**config.mk**
```make
export PLATFORM = sky130hd
export DESIGN_NAME = alu_wide_sequencer
export DESIGN_NICKNAME = d
export VERILOG_FILES = /design/src/rtl/alu_pkg.sv /design/src/rtl/wide_seq_flag_merge.sv /design/src/rtl/alu_wide_sequencer.sv
export SDC_FILE = /design/constraint.sdc
export NUM_CORES = 1
export LEC_CHECK = 0
export ABC_AREA = 1
export BUFFER_PORTS_ARGS = -buffer_cell sky130_fd_sc_hd__buf_2
export CAP_MARGIN = 10
export CORE_ASPECT_RATIO = 1.5
export CORE_UTILIZATION = 50
export DETAILED_ROUTE_END_ITERATION = 12
export PLACE_DENSITY = 0.86
export SYNTH_ARGS = -nofsm -noshare
export SYNTH_HDL_FRONTEND = slang
export SYNTH_SLANG_ARGS = --single-unit
```
**constraint.sdc**
```tcl
create_clock -name Clock -period 1.7 [get_ports Clock]
set_input_delay 0.085 -clock Clock [delete_from_list [all_inputs] [get_ports Clock]]
set_output_delay 0.085 -clock Clock [all_outputs]
set_load 0.01 [all_outputs]
```
**src/rtl/alu_pkg.sv**
```systemverilog
// alu_pkg: shared FunSel codes, wide opcode enum and flag indices for the 16-bit ALU
//   FS_*     : 5-bit FunSel codes understood by the 16-bit ALU
//   in_op_t  : 32-bit operation codes accepted by alu_wide_sequencer
//   FLG_*    : bit positions of Z C N O inside a 4-bit flag vector
package alu_pkg;

   localparam logic [4:0] FS_MOVA16 = 5'b10000;
   localparam logic [4:0] FS_NOTA16 = 5'b10010;
   localparam logic [4:0] FS_ADD16  = 5'b10100;
   localparam logic [4:0] FS_ADC16  = 5'b10101;
   localparam logic [4:0] FS_AND16  = 5'b10111;
   localparam logic [4:0] FS_OR16   = 5'b11000;
   localparam logic [4:0] FS_XOR16  = 5'b11001;

   typedef enum logic [2:0] {
      OP_MOV32 = 3'b000,
      OP_NOT32 = 3'b001,
      OP_ADD32 = 3'b010,
      OP_AND32 = 3'b011,
      OP_OR32  = 3'b100,
      OP_XOR32 = 3'b101
   } in_op_t;

   localparam int FLG_Z = 3;
   localparam int FLG_C = 2;
   localparam int FLG_N = 1;
   localparam int FLG_O = 0;

   function automatic logic op_legal(input logic [2:0] op);
      return op <= OP_XOR32;
   endfunction

   // The high half of an add chains the low-half carry, so it uses add-with-carry.
   function automatic logic [4:0] funsel_of(input logic [2:0] op, input logic hi);
      return (op == OP_NOT32) ? FS_NOTA16 :
             (op == OP_ADD32) ? (hi ? FS_ADC16 : FS_ADD16) :
             (op == OP_AND32) ? FS_AND16 :
             (op == OP_OR32)  ? FS_OR16 :
             (op == OP_XOR32) ? FS_XOR16 : FS_MOVA16;
   endfunction

endpackage

```
**src/rtl/wide_seq_flag_merge.sv**
```systemverilog
// wide_seq_flag_merge: combinational merge of 32-bit Z C N O flags
//   result   in  W  assembled wide result
//   op       in  3  latched wide opcode
//   flags_in in  4  ALU registered flags sampled after the high pass
//   flags    out 4  merged Z C N O
module wide_seq_flag_merge
   import alu_pkg::*;
#(
   parameter int W = 32
)
(
   input  logic [W-1:0] result,
   input  logic [2:0]   op,
   input  logic [3:0]   flags_in,
   output logic [3:0]   flags
);

   logic is_add;
   logic unused_flags;

   assign is_add = op == OP_ADD32;
   // Z and N of the ALU only describe the high half, so they are recomputed here.
   assign unused_flags = flags_in[FLG_Z] ^ flags_in[FLG_N];

   always_comb begin
      flags = '0;
      flags[FLG_Z] = result == '0;
      flags[FLG_C] = is_add & flags_in[FLG_C];
      flags[FLG_N] = result[W-1];
      flags[FLG_O] = is_add & flags_in[FLG_O];
   end

endmodule

```
**src/rtl/alu_wide_sequencer.sv**
```systemverilog
// alu_wide_sequencer: splits 32-bit operations into two 16-bit ALU passes, low half first
//   Clock, Reset                 clock and synchronous active-high reset
//   InValid/InReady, InOp/InA/InB request handshake and operands
//   OutValid/OutReady, OutResult/OutFlags/OutErr  response handshake and result
//   OvfTrap                      sticky overflow trap (only with WIDE_SEQ_OVF_TRAP_EN defined)
//   FunSel, A, B, WF             ALU control and operands
//   ALUOut, FlagsOut             ALU combinational result and registered flags
module alu_wide_sequencer
   import alu_pkg::*;
#(
   parameter int HALF_W = 16
)
(
   input  logic                Clock,
   input  logic                Reset,
   input  logic                InValid,
   output logic                InReady,
   input  logic [2:0]          InOp,
   input  logic [2*HALF_W-1:0] InA,
   input  logic [2*HALF_W-1:0] InB,
   output logic                OutValid,
   input  logic                OutReady,
   output logic [2*HALF_W-1:0] OutResult,
   output logic [3:0]          OutFlags,
   output logic                OutErr,
   output logic                OvfTrap,
   output logic [4:0]          FunSel,
   output logic [HALF_W-1:0]   A,
   output logic [HALF_W-1:0]   B,
   output logic                WF,
   input  logic [HALF_W-1:0]   ALUOut,
   input  logic [3:0]          FlagsOut
);

   typedef enum logic [2:0] {IDLE, LO, HI, FLAGS, RESP} state_t;

   state_t              state, state_n;
   logic [2:0]          op;
   logic [2*HALF_W-1:0] a, b, result;
   logic [3:0]          flags, merged;
   logic                err, accept, legal;

   assign accept    = (state == IDLE) & InValid;
   assign legal     = op_legal(InOp);
   assign InReady   = state == IDLE;
   assign OutValid  = state == RESP;
   assign OutResult = result;
   assign OutFlags  = flags;
   assign OutErr    = err;

   always_ff @(posedge Clock) begin
      if (Reset) state <= IDLE;
      else state <= state_n;
   end

   always_comb begin
      state_n = state;
      FunSel = FS_MOVA16;
      A = '0;
      B = '0;
      WF = 1'b0;
      case (state)
         IDLE: if (InValid) state_n = legal ? LO : RESP;
         LO: begin
            state_n = HI;
            FunSel = funsel_of(op, 1'b0);
            A = a[HALF_W-1:0];
            B = b[HALF_W-1:0];
            WF = 1'b1;
         end
         HI: begin
            state_n = FLAGS;
            FunSel = funsel_of(op, 1'b1);
            A = a[2*HALF_W-1:HALF_W];
            B = b[2*HALF_W-1:HALF_W];
            WF = 1'b1;
         end
         FLAGS: state_n = RESP;
         RESP: if (OutReady) state_n = IDLE;
         default: state_n = IDLE;
      endcase
   end

   always_ff @(posedge Clock) begin
      if (Reset) begin
         op <= OP_MOV32;
         a <= '0;
         b <= '0;
         result <= '0;
         flags <= '0;
         err <= 1'b0;
      end else begin
         if (accept) begin
            op <= InOp;
            a <= InA;
            b <= InB;
            err <= !legal;
            // Illegal requests skip the ALU, so clear the result here.
            if (!legal) begin
               result <= '0;
               flags <= '0;
            end
         end
         if (state == LO) result[HALF_W-1:0] <= ALUOut;
         if (state == HI) result[2*HALF_W-1:HALF_W] <= ALUOut;
         if (state == FLAGS) flags <= merged;
      end
   end

   wide_seq_flag_merge #(.W(2*HALF_W)) u_flag_merge (
      .result  (result),
      .op      (op),
      .flags_in(FlagsOut),
      .flags   (merged)
   );

`ifdef WIDE_SEQ_OVF_TRAP_EN
   logic ovf_trap;

   always_ff @(posedge Clock) begin
      if (Reset) ovf_trap <= 1'b0;
      else if (state == FLAGS && op == OP_ADD32 && merged[FLG_O]) ovf_trap <= 1'b1;
   end

   assign OvfTrap = ovf_trap;
`else
   assign OvfTrap = 1'b0;
`endif

endmodule
```
* Word level (Yosys, flattened, before mapping)
Index checks and enable logic that the tools add are counted.
** Storage, ports and cells
- Output and inout port bits :: 78
- Logic and storage cells :: 59
- Register bits :: 107
- Bits of input ports :: 91
** Operators by class
- Eq/ne operators :: 14
- Reduce and logical (&&, ||, !) cells :: 11
- Order comparisons :: 1
- Bitwise operators :: 3
- Mux-type cells :: 22
** Operator list (count)
- $mux 32 :: 2
- $pmux 16 s2 :: 2
- $logic_not 32->1 :: 1
- $mux 16 :: 2
- $mux 4 :: 8
- $pmux 3 s5 :: 1
- $eq 3x2->1 const B :: 4
- $mux 5 :: 2
- $pmux 5 s2 :: 1
- $eq 3x3->1 const B :: 3
- $mux 3 :: 3
- $ne 2x1->1 const B :: 4
- $reduce_and 2->1 :: 4
- $eq 3x1->1 const B :: 2
- $reduce_bool 2->1 :: 3
- $and 1x1->1 :: 3
- $le 3x3->1 const B :: 1
- $logic_not 3->1 :: 1
- $ne 2x2->1 const B :: 1
- $reduce_or 2->1 :: 1
- $logic_not 1->1 :: 1
- $mux 1 :: 1

* Depth between registers and ports, before layout
- Word-level depth :: 7
- Depth in mapped cells :: 7
- Mapped depth without buffers :: 7

* Cells and area by module
Synthesis repeated with hierarchy kept, for this count alone.
** Second synthesis, totals
- Cells, all modules :: 565
- Area total of the unflattened synthesis :: 4584.4 µm²
** Modules (own cells, without submodules)
- alu_wide_sequencer :: times used 1, area each 4434.3 µm², cells each 527, seq. area each 2142.1 µm²
- wide_seq_flag_merge :: times used 1, area each 150.1 µm², cells each 38, seq. area each 0.0 µm²

* Least setup slack after synthesis
No wires, ideal clock.
- Kind :: reg-to-output
- Start point :: reg state[1]
- End point :: out FunSel[0]
- Arrival time :: 1.185 ns
- Required time :: 1.615 ns
- Stages on the path, launching flop included :: 5
- Slack :: 0.430 ns
- Cell sequence :: dfxtp_1 > nand3_2 > nand2_1 > inv_2 > a221oi_1
** On the way
- Longest elaborated chain between the ends :: 2
- Elaborated cells on any way between the ends :: 3
- Classes of those cells :: 2 x eq/ne; 1 x mux
** RTL lines
- start: declaration :: RTL line alu_wide_sequencer.sv:37 : state_t state, state_n;
- start signal: assignment :: RTL line alu_wide_sequencer.sv:53 : else state <= state_n;
- $eq 3x2->1 / $eq 3x1->1 (equally long branches) :: RTL line alu_wide_sequencer.sv:62 : case (state)
- $pmux 5 s2 (*) :: RTL line alu_wide_sequencer.sv:62
- end: declaration :: RTL line alu_wide_sequencer.sv:27 : output logic [4:0] FunSel,
Every way passes the cells marked *; elsewhere a longest branch is shown, timed or not.

* Worst setup path after layout
- Start point :: reg state[0]
- End point :: out FunSel[0]
The elaborated chain is that of the path after synthesis.

==> results.json <==
{
  "finalHoldViolations": 0,
  "area_growth_from_synthesis_to_layout_pct": 25.6,
  "final.setup.tns_ps": 0,
  "netlist_area_um2": 4740,
  "clk-insertion-delay-late_ps": 340,
  "first_iter_violations": 144,
  "clkTransAtPathRegs_ps": 70,
  "drtPass1Iterations": 6,
  "globalRouteMet3Util_pct": 4.51,
  "fin_nets": 800,
  "min-delay-path-class": "primary input to register",
  "rsz0062_at_grt": "no",
  "synth_mux_area_share_pct": 0,
  "worst_path_largest_cell_delay_ps": 340,
  "post-route-period-util_pct": 93.8,
  "worst_ep_required_time_ps": 1620,
  "final.setup_skew_ps": 6.84,
  "grt_first_pass_wirelength_mm": 17.6,
  "die_height_um": 121,
  "max_freq_ghz": 0.627,
  "count_of_placed_standard_cells_including_taps": 805,
  "timing.max_cap.violations": 0,
  "numClockSinks": 107,
  "place_congestion": 0.759,
  "clk_path_buf_depth": 2,
  "post_drt_via_cell_ratio": 5.20,
  "design.portCount": 169,
  "synth_most_common_cell": "sky130_fd_sc_hd__dfxtp_1",
  "cts_max_level": 3,
  "synth-compound-area-share_pct": 26.4,
  "grt_util_all_layers_pct": 23.1,
  "cp_cell_sequence": "inv_2 > nand3_4 > buf_4 > a221oi_1 > buf_2",
  "yosys.area.top_type": "sky130_fd_sc_hd__dfxtp_1",
  "grt_antenna_before_repair": 0,
  "regArea_um2": 2140,
  "critPathSlowestCell": "sky130_fd_sc_hd__dfxtp_2",
  "worst_ep_arrival_time_ps": 1510,
  "rows": 43,
  "ys_types": 27,
  "total_leakage_power_nw": 2.59,
  "synthArstFlopShare_pct": 0,
  "number_of_storage_elements_in_the_synthesis_netlist": 107,
  "cts_root_buffer": "sky130_fd_sc_hd__clkbuf_16",
  "primary_flip_flop_cell_chosen_by_synthesis_mapping": "sky130_fd_sc_hd__dfxtp_1",
  "fp.dieW_um": 81.5,
  "first_global_vias": 4079,
  "wl_mm": 11.3,
  "run_status": "finished, final reports clean",
  "largest_family_of_logic_cells_by_synthesized_area": "compound AO/OA/AOI/OAI gates",
  "detailed_place_hpwl_mm": 7.96,
  "multi_input_area_um2": 2090,
  "initial_utilization_pct": 51.5,
  "grt_busiest_layer": "met2",
  "timing.final.setup_violations": 0,
  "yosysSeqAreaShare_pct": 45.2,
  "criticalPathCategory": "register to primary output",
  "grt_util_met2_pct": 41.7,
  "time_the_final_worst_path_needs_with_i_o_delays_and_setup_ps": 1590,
  "yosysWarnings": 0,
  "ys_top_cells_by_area": "sky130_fd_sc_hd__dfxtp_1 (45%), sky130_fd_sc_hd__a211oi_2 (16%), sky130_fd_sc_hd__nor2_1 (7.2%)",
  "cts_buffers": 9,
  "cp_max_fo": 6,
  "layoutNonFillerInstCount": 826,
  "n_antenna_cell": 0,
  "finalMaxSlewViolations": 0,
  "grt_max_degree": 65,
  "post_synth_xor_area_fraction_pct": 0,
  "yosys.area_share.adder_pct": 0,
  "placeable_area_um2": 9200,
  "powerDensity_nw_per_um2": 1160,
  "post_dr_wirelength_cell_um": 13.7,
  "gr-usage-met1_pct": 24.5,
  "port_buf_inserts": 164,
  "timing.critical_path.from_type": "register",
  "synth_enable_flop_cells": 0,
  "tritoncts_clock_tree": "done",
  "worst-r2r-setup-slack_ps": 170,
  "drive_above_1_share_pct": 39.5,
  "total_grt_overflow": 0,
  "drc": 0,
  "ir_worst_vdd_uv": 808,
  "synth_fp_nets": 648,
  "critical_path.endpoint_type": "primary output",
  "synthesis.area_per_instance_um2": 8.50,
  "synth_cells": 557,
  "synth_area_in_simple_gates_pct": 17.4,
  "num-fill-cells": 760,
  "design.die.area_um2": 9870,
  "synth_commonest_cells": "sky130_fd_sc_hd__dfxtp_1 (107), sky130_fd_sc_hd__nor2_1 (91), sky130_fd_sc_hd__nand2_1 (78)",
  "vias": 4294,
  "synth_top_area_share_pct": 45.2,
  "antenna_violating_nets_post_route": 0
}
registers in the layout (all words and copies together) (netlist names):
name       cells
a             32
b             32
OutFlags       4
state          3
OutResult     32
OutErr         1
op             3
through the flow:
step	hold WS (ps)	power (W)	instance area, um2	util (%)	setup WS (ps)
after detailed placement	358	0.00504	5610	61.0	284
after CTS	4.03	0.00697	5930	64.5	27.5
after floorplan	233	0.00448	4740	-	430
final	18.6	0.00692	5950	64.7	106
after global placement	356	0.00496	5610	61.0	361
after global routing	15.6	0.00730	5950	64.7	14.1
area by class of cell:
class | instances | share of cell area, %
sequential | 107 | 36.0
multi-input combinational | 336 | 35.1
timing repair buffer | 179 | 17.0
inverter | 76 | 4.84
clock buffer | 14 | 4.44
tap | 112 | 2.36
clock inverter | 2 | 0.168
kinds of logic after synthesis:
kind of cell    count (synthesis)
compound gates                140
simple gates                  194
other cells                     2
buf+inv                       114
flops                         107
routing by layer:
layer  vias to the layer above  wire length (um)
li1                       2125                 -
met1                      1995              4360
met2                       154              6000
met3                        20               693
met4                         0               239
met5                         -                 0
cell usage in the layout, fill, tap and decap left out, drive strengths merged:
cell type    count
dlygate4sd3      4
dfxtp          107
nand2           89
clkinv           2
nor2            95
o21ai            1
a211oi          67
o22ai           32
nand3            5
conb             2
clkbuf          14
nand4            1
buf            175
inv             76
a21oi           39
a221oi           1
nor3             4
where the power goes:
group / total, W / switching, W / internal [W]
Clock: 0.00191 / 0.000841 / 0.00107
Combinational: 0.00200 / 0.00123 / 0.000771
Sequential: 0.00301 / 0.000149 / 0.00286
path summary, 6_finish.rpt:
kind / startpoint / end / cells after the start
hold reg to reg: b[8]$_SDFFE_PP0P_ / b[8]$_SDFFE_PP0P_ / 2
setup reg to reg: state[2]$_SDFFE_PP0P_ / OutFlags[2]$_SDFFE_PP0P_ / 7
hold / removal: ALUOut[8] / OutResult[8]$_SDFFE_PP0P_ / 3
setup / recovery: state[0]$_SDFFE_PP0P_ / FunSel[0] / 5
timing repair:
action                                  in CTS  in global routing
endpoints found under the setup margin       4                  4
hold buffers                                 4                  0
gates resized for setup                      1                  4
endpoints found under the hold margin        4                  0
pin swaps                                    0                  1
setup buffers                                0                  1
worst max-delay path: cells and delay by family (launching register included):
kind / cells / cell delay, ps
AO/OA/AOI/OAI: 1 / 240
flip-flops: 1 / 340
AND/OR/NAND/NOR: 1 / 120
buffers and inverters: 3 / 460
Power figures use the tool's default switching activity.
